<file path="src/rtl/pec_flow_ctrl.sv">
`default_nettype none
// ============================================================================
// Module      : pec_flow_ctrl
// Description : Control core for a PE cluster. It handles the weight-config
//               handshake and captures activations into a forward buffer that
//               is safe under downstream backpressure. It also sequences the
//               MAC start/finish and generates wrapping psum RAM addresses,
//               including the psum-init row clear.
// Revision    : 1.0 - initial parametrised release
// ============================================================================
module pec_flow_ctrl #(
  parameter int DATA_WIDTH    = 8,
  parameter int CHANNEL_DEPTH = 32,
  parameter int NUM_MAC       = 9,
  parameter int PSUM_ROWS     = 16,
  localparam int AW           = (PSUM_ROWS > 1) ? $clog2(PSUM_ROWS) : 1
) (
  input  logic                                clk,
  input  logic                                rst_n,
  input  logic                                wei_rdy,
  output logic                                wei_get,
  input  logic                                lst_act_rdy,
  output logic                                lst_act_get,
  input  logic                                lst_frt_row,
  input  logic                                lst_lst_row,
  input  logic                                lst_lst_blk,
  input  logic                                lst_psum_init,
  input  logic [CHANNEL_DEPTH-1:0]            act_flg,
  input  logic [DATA_WIDTH*CHANNEL_DEPTH-1:0] act,
  output logic [CHANNEL_DEPTH-1:0]            mac_act_flg,
  output logic [DATA_WIDTH*CHANNEL_DEPTH-1:0] mac_act,
  output logic                                nxt_frt_row,
  output logic                                nxt_lst_row,
  output logic                                nxt_lst_blk,
  output logic                                nxt_psum_init,
  output logic                                nxt_act_rdy,
  input  logic                                nxt_act_get,
  output logic                                mac_sta,
  input  logic [NUM_MAC-1:0]                  mac_fnh,
  output logic                                psum_clr,
  output logic                                ram_en_rd,
  output logic [AW-1:0]                       ram_addr_rd,
  output logic                                ram_en_wr,
  output logic [AW-1:0]                       ram_addr_wr,
  output logic                                busy
);

  typedef enum logic [1:0] {
    S_IDLE    = 2'd0,
    S_CFGWEI  = 2'd1,
    S_WAITACT = 2'd2,
    S_RUN     = 2'd3
  } state_t;

  localparam logic [AW-1:0] c_last_row = AW'(PSUM_ROWS - 1);

  state_t                          r_state;
  state_t                          w_state_nxt;
  logic                            w_wei_get;
  logic                            w_cap;
  logic                            w_done;

  logic [DATA_WIDTH*CHANNEL_DEPTH-1:0] r_mac_act;
  logic [CHANNEL_DEPTH-1:0]        r_mac_act_flg;
  logic                            r_frt_row;
  logic                            r_lst_row;
  logic                            r_lst_blk;
  logic                            r_psum_init;
  logic                            r_nxt_vld;
  logic                            r_mac_sta;
  logic                            r_psum_clr;
  logic                            r_busy;
  logic [AW-1:0]                   r_addr_rd;
  logic [AW-1:0]                   r_addr_wr;

  // Row address advance with wrap from the last row back to zero
  function automatic logic [AW-1:0] f_next_addr(input logic [AW-1:0] a);
    return (a == c_last_row) ? '0 : a + 1'b1;
  endfunction

  // State register
  always_ff @(posedge clk or negedge rst_n) begin
    if (!rst_n) r_state <= S_IDLE;
    else        r_state <= w_state_nxt;
  end

  // Next-state decode plus the capture / done / weight handshake strobes
  always_comb begin
    w_state_nxt = r_state;
    w_wei_get   = 1'b0;
    w_cap       = 1'b0;
    w_done      = 1'b0;
    case (r_state)
      S_IDLE: begin
        w_state_nxt = S_CFGWEI;
      end
      S_CFGWEI: begin
        w_wei_get = wei_rdy;
        if (wei_rdy) w_state_nxt = S_WAITACT;
      end
      S_WAITACT: begin
        // A new activation may only overwrite the buffer once downstream has
        // taken (or is taking this cycle) the previous one.
        w_cap = lst_act_rdy && (!r_nxt_vld || nxt_act_get);
        if (w_cap) w_state_nxt = S_RUN;
      end
      S_RUN: begin
        // Finish flags are still stale from the previous job in the start cycle
        w_done = (&mac_fnh) && !r_mac_sta;
        if (w_done) w_state_nxt = r_lst_blk ? S_CFGWEI : S_WAITACT;
      end
      default: begin
        w_state_nxt = S_IDLE;
      end
    endcase
  end

  // Activation and tag capture; held stable until the next capture
  always_ff @(posedge clk or negedge rst_n) begin
    if (!rst_n) begin
      r_mac_act     <= '0;
      r_mac_act_flg <= '0;
      r_frt_row     <= 1'b0;
      r_lst_row     <= 1'b0;
      r_lst_blk     <= 1'b0;
      r_psum_init   <= 1'b0;
    end else if (w_cap) begin
      r_mac_act     <= act;
      r_mac_act_flg <= act_flg;
      r_frt_row     <= lst_frt_row;
      r_lst_row     <= lst_lst_row;
      r_lst_blk     <= lst_lst_blk;
      r_psum_init   <= lst_psum_init;
    end
  end

  // Forward-buffer valid, MAC start pulse, psum clear window and busy flag
  always_ff @(posedge clk or negedge rst_n) begin
    if (!rst_n) begin
      r_nxt_vld  <= 1'b0;
      r_mac_sta  <= 1'b0;
      r_psum_clr <= 1'b0;
      r_busy     <= 1'b0;
    end else begin
      r_mac_sta <= w_cap;
      if (w_cap)            r_nxt_vld <= 1'b1;
      else if (nxt_act_get) r_nxt_vld <= 1'b0;
      if (w_cap)       r_psum_clr <= lst_frt_row && lst_psum_init;
      else if (w_done) r_psum_clr <= 1'b0;
      // Derived from the next state so it is low straight out of reset
      r_busy <= (w_state_nxt != S_CFGWEI);
    end
  end

  // Psum read/write row pointers; end of block rewinds both
  always_ff @(posedge clk or negedge rst_n) begin
    if (!rst_n) begin
      r_addr_rd <= '0;
      r_addr_wr <= '0;
    end else if (w_done && r_lst_blk) begin
      r_addr_rd <= '0;
      r_addr_wr <= '0;
    end else begin
      if (w_cap && lst_frt_row) r_addr_rd <= f_next_addr(r_addr_rd);
      if (w_done && r_lst_row)  r_addr_wr <= f_next_addr(r_addr_wr);
    end
  end

  assign wei_get       = w_wei_get;
  assign lst_act_get   = w_cap;
  assign mac_act       = r_mac_act;
  assign mac_act_flg   = r_mac_act_flg;
  assign nxt_frt_row   = r_frt_row;
  assign nxt_lst_row   = r_lst_row;
  assign nxt_lst_blk   = r_lst_blk;
  assign nxt_psum_init = r_psum_init;
  assign nxt_act_rdy   = r_nxt_vld;
  assign mac_sta       = r_mac_sta;
  assign psum_clr      = r_psum_clr;
  assign ram_en_rd     = w_cap && lst_frt_row && !lst_psum_init;
  assign ram_addr_rd   = r_addr_rd;
  assign ram_en_wr     = w_done && r_lst_row;
  assign ram_addr_wr   = r_addr_wr;
  assign busy          = r_busy;

endmodule
`default_nettype wire

</file>
<file path="config.mk">
export PLATFORM = sky130hd
export DESIGN_NAME = pec_flow_ctrl
export DESIGN_NICKNAME = d
export VERILOG_FILES = /design/src/rtl/pec_flow_ctrl.sv
export SDC_FILE = /design/constraint.sdc
export NUM_CORES = 1
export LEC_CHECK = 0
export CORE_AREA = 2 2 240 242
export DETAILED_ROUTE_END_ITERATION = 6
export DIE_AREA = 0 0 242 244
export PLACE_DENSITY = 0.57
export SYNTH_ARGS = -nofsm -noshare
export SYNTH_HDL_FRONTEND = slang
export SYNTH_SLANG_ARGS = --single-unit
export TNS_END_PERCENT = 50
</file>
<file path="constraint.sdc">
create_clock -name clk -period 2.31 [get_ports clk]
set_clock_uncertainty 0.15 [all_clocks]
set_input_delay 0.3465 -clock clk [delete_from_list [all_inputs] [get_ports clk]]
set_output_delay 0.3465 -clock clk [all_outputs]
set_load 0.01 [all_outputs]
</file>
After elaboration in Yosys (flattened, before gate mapping)
Index checks and enable logic that the tools add are counted.
{"block": "classes", "mux": 18, "reduce_logical": 17, "n_addsub": 2, "eq_ne": 6}
{"operator": "$mux 4", "n": 6}
{"operator": "$reduce_and 9->1", "n": 1}
{"operator": "$add 4x1->4 const B", "n": 2}
{"operator": "$eq 4x4->1 const B", "n": 2}
{"operator": "$mux 2", "n": 4}
{"operator": "$pmux 2 s4", "n": 1}
{"operator": "$reduce_bool 2->1", "n": 4}
{"operator": "$logic_and 1x1->1", "n": 7}
{"operator": "$mux 1", "n": 7}
{"operator": "$eq 2x2->1 const B", "n": 2}
{"operator": "$logic_not 1->1", "n": 3}
{"operator": "$eq 2x1->1 const B", "n": 1}
{"operator": "$logic_not 2->1", "n": 1}
{"operator": "$ne 2x1->1 const B", "n": 1}
{"operator": "$logic_or 1x1->1", "n": 1}
{"block": "totals", "out_inout_bits": 308, "register_bits": 306, "inputBits": 306}

Logic depth before layout (Yosys ltp)
{"block": "logic_depth", "ltp_word": 7, "ltp_mapped": 8, "depth_no_buf": 5}

Worst setup path after synthesis
OpenSTA, ideal clock, no wires.
{"block": "synth_timing", "path_type": "reg2out", "startpoint": "register r_mac_sta, in the netlist mac_sta", "endpoint": "output port ram_en_wr", "path_stages_with_launch": 4, "path_buffers": 0, "path_slack_ns": 0.604, "required_time_ns": 1.814, "arrival_ns": 1.210, "path_cell_list": "dfrtp_1 nand2b_1 nor4_4 and2_1"}
{"block": "synth_between", "elab_chain_cells": 4}
{"element": "from (decl)", "line_no": "70", "source": "logic r_mac_sta;"}
{"element": "from (signal assigned)", "line_no": "145", "source": "r_mac_sta <= w_cap;"}
{"element": "$logic_not 1->1", "line_no": "109", "source": "w_done = (&mac_fnh) && !r_mac_sta;"}
{"element": "$logic_and 1x1->1", "line_no": "109"}
{"element": "$mux 1", "line_no": "93", "source": "case (r_state)"}
{"element": "$logic_and 1x1->1", "line_no": "182", "source": "assign ram_en_wr = w_done && r_lst_row;"}
{"element": "to (decl)", "line_no": "43", "source": "output logic ram_en_wr,"}
Every way passes these cells.

Worst setup path after layout
{"block": "layout_timing", "startpoint": "register r_state[0]", "endpoint": "output port ram_en_rd"}
{"block": "layout_between", "elab_chain_cells": 4}
{"element": "from (decl)", "line_no": "57", "source": "state_t r_state;"}
{"element": "from (signal assigned)", "line_no": "84", "source": "else r_state <= w_state_nxt;"}
{"element": "$eq 2x2->1", "line_no": "93"}
{"element": "$mux 1", "line_no": "93"}
{"element": "$logic_and 1x1->1 (2 in series)", "line_no": "180", "source": "assign ram_en_rd = w_cap && lst_frt_row && !lst_psum_init;"}
{"element": "to (decl)", "line_no": "41", "source": "output logic ram_en_rd,"}
Every way passes these cells.

==> results.md <==
* Crit path max fanout at 3
* Average wire per standard cell at 15.38 um
* Setup crit start kind: flop
* Post-synth top area cell: dfrtp_1
* CTS tree: built
* DRT Wirelength at 41980 um
* Yosys reg bits at 306
* Port Buf Inserts at 613
* Die Footprint at 59050 um^2
* Avg Cell Area, Syn at 8.889 um^2
* Critical Path AT at 1.81 ns
* Fmax at 434.5 MHz
* Slew @ Worst Pin at 0.7982 ns
* H-tree Lvls at 2
* Vias in the first global route at 11420
* Ranking of synthesized cells by area: dfrtp_1 66%, nand2_1 29%, buf_2 1.1%
* Worst Path Required at 1.81 ns
* Cells after synthesis at 1314
* Clock transition at path regs at 0.06 ns
* Die height at 244 um
* Initial DRC Count at 475
* Num ports at 614
* Run status: complete, no violations
* # setup viols final at 0
* Post-synth EDFFs at 0
* Share of cells above drive strength 1 at 5.778%
* Ys flop type: dfrtp_1
* RSZ-0062 raised after global routing: true
* Placed wire-length estimate at 31180 um
* Mapped Area at 11680 um^2
* FILL cells at 5715
* Root Buffer: clkbuf_16
* Crit Path Class: reg2out
* Worst Hold Class: in2reg
* Antenna violations before repair at 1
* Overall power at 24.96 mW
* Vias per cell at 3.950
* Area of placed instances at 18990 um^2
* Worst vdd ir at 0.5908 mV
* Max-slew violation count at 0
* Total congestion overflow at 0
* Total CTS buffers at 37
* Final period util at 99.64%
* FP Rows at 87
* Core ar. at 56170 um^2
* Yosys Warn Count at 0
* PwrDens at 1235 nW/um^2
* Synth cell count leaders: 888 x nand2_1, 306 x dfrtp_1, 26 x buf_2
* CTS Sinks at 306
* Total Routing Usage GR at 13.90%
* Rel. slew slack at 46.79%
* Post-place setup slack at -0.1952 ns
* First-pass GRT wire length at 65360 um
* Post-route cell area at 20200 um^2
* DR vias at 10780
* RePlAce Congestion at 0.8304
* Drt drc at 0
* GR Util met2 at 24.49%
* Synth cell types at 33
* Router iterations before antenna repair at 5
* Crit. End Element: output pin
* Area share of the largest cell type after synthesis at 65.56%
* Final WS setup at 0.008241 ns
* Met1 GRT Util at 15.82%
* Max Cap Viol at 0
* Initial core utilization at 20.79%
* Syn Nets at 1622
* Die X at 242 um
* Final Hold Vio Count at 0
* Ys async rst share at 100.0%
* GR Layer Usage met3 at 5.092%
* Worst skew pair latency at 0.52 ns
* Sequential element share of the synthesized area at 65.56%
* Max clock buf depth at 3
* Remaining antenna violation count at 0
* Total Nets Final at 2256
* Pin count of the biggest net entering global routing at 84
* Area delta synth->final at 72.94%
* Most numerous cell in the Yosys netlist: nand2_1
* Lkg Pwr at 9.688 nW
* Min Clock Period, post-route at 2.302 ns
* Gr busiest metal: met2
==> path summary, 6_finish.rpt <==
check,depth (start not counted),startpoint,endpoint,slack [ns]
setup / recovery,5,r_state[0],ram_en_rd,0.008
hold / removal,3,act[24],mac_act[24],0.19
setup reg to reg,9,r_state[0],ram_addr_rd[3],0.25
hold reg to reg,2,mac_act[183],mac_act[183],0.32
max in group asynchronous,3,rst_n,mac_act[165],1.01
min in group asynchronous,2,rst_n,mac_act[249],0.21
==> per-stage QoR <==
stage	hold slack [ns]	cells	utilization, %	TNS [ns]
6_report	0.1909	2730	35.96	0
5_1_grt	0.1611	2730	35.96	-0.1461
4_1_cts	0.1430	2729	35.95	-0.04412
3_5_place_dp	0.2690	2662	33.81	-0.4975
3_3_place_gp	0.2630	2662	33.81	-0.4332
2_1_floorplan	-0.09909	1314	-	0
==> kinds of logic (layout without fill, tap and decap cells) <==
logic type,Yosys count,count (layout),synth area share (%)
AND/OR/NAND/NOR,921,921,30.37
flip-flops,306,306,65.56
buffers and inverters,68,727,2.914
AO/OA/AOI/OAI,15,15,0.7821
adder cells (fa/ha/maj),2,2,0.2142
XOR/XNOR,1,1,0.07500
multiplexers,1,1,0.08570
other,0,1,0
==> placed cells by master (no fill, tap or decap), types with 2 or more instances in the layout <==
cell / n
dlygate4sd2_1: 2
nand4_1: 2
nand2b_1: 2
dfrtp_1: 305
ha_1: 2
clkinv_2: 3
buf_4: 31
nand2_1: 888
nor2_1: 8
clkbuf_16: 37
a21oi_1: 4
buf_2: 2
nand3_1: 4
clkbuf_8: 11
buf_12: 16
clkbuf_1: 8
o21ai_0: 6
clkdlybuf4s50_1: 608
inv_6: 3
nor3_1: 4
nand3b_1: 2
==> sequential cells by signal, summed over array words and instances, names as in the netlist <==
| register | cells |
|---|---|
| r_state | 2 |
| ram_addr_rd | 4 |
| mac_act | 256 |
| nxt_act_rdy | 1 |
| psum_clr | 1 |
| nxt_frt_row | 1 |
| ram_addr_wr | 4 |
| nxt_lst_row | 1 |
| mac_act_flg | 32 |
| busy | 1 |
| nxt_psum_init | 1 |
| nxt_lst_blk | 1 |
| mac_sta | 1 |
==> final cells by class <==
type                            count  area [um^2]  area share (%)
Clock buffer                       56         1107           5.482
Clock inverter                      8        78.83          0.3902
Tap cell                          756        945.9           4.683
Multi-Input combinational cell    940         3692           18.28
Antenna cell                        1        2.502         0.01239
Timing Repair Buffer              662         6703           33.18
Sequential cell                   306         7659           37.91
Inverter                            1        11.26         0.05575
==> where the power goes <==
part | internal (mW) | switching (mW)
registers | 7.77 | 1.35
logic | 5.60 | 4.55
clock network | 3.42 | 2.27
==> worst max-delay path, cell delays in order (launching register included) <==
cell,delay (ns)
dfrtp_1,0.40
buf_6,0.13
nand3b_4,0.14
or3b_4,0.37
nor2_1,0.10
buf_2,0.14
==> per-layer routing <==
layer	share of wire, %	vias to the layer above	routed length (um)
met2	50	414	20960
li1	-	5257	-
met4	2.3	0	958
met5	0	-	0
met3	8.6	57	3629
met1	39	5055	16430
==> timing repair <==
item,CTS,global route
pin swaps,1,1
hold buffers,1,0
buffers inserted,2,0
hold endpoints to repair,58,0
endpoints found under the setup margin,3,3
gates resized for setup,11,2
Note: power is estimated with default switching activity, not from simulation.
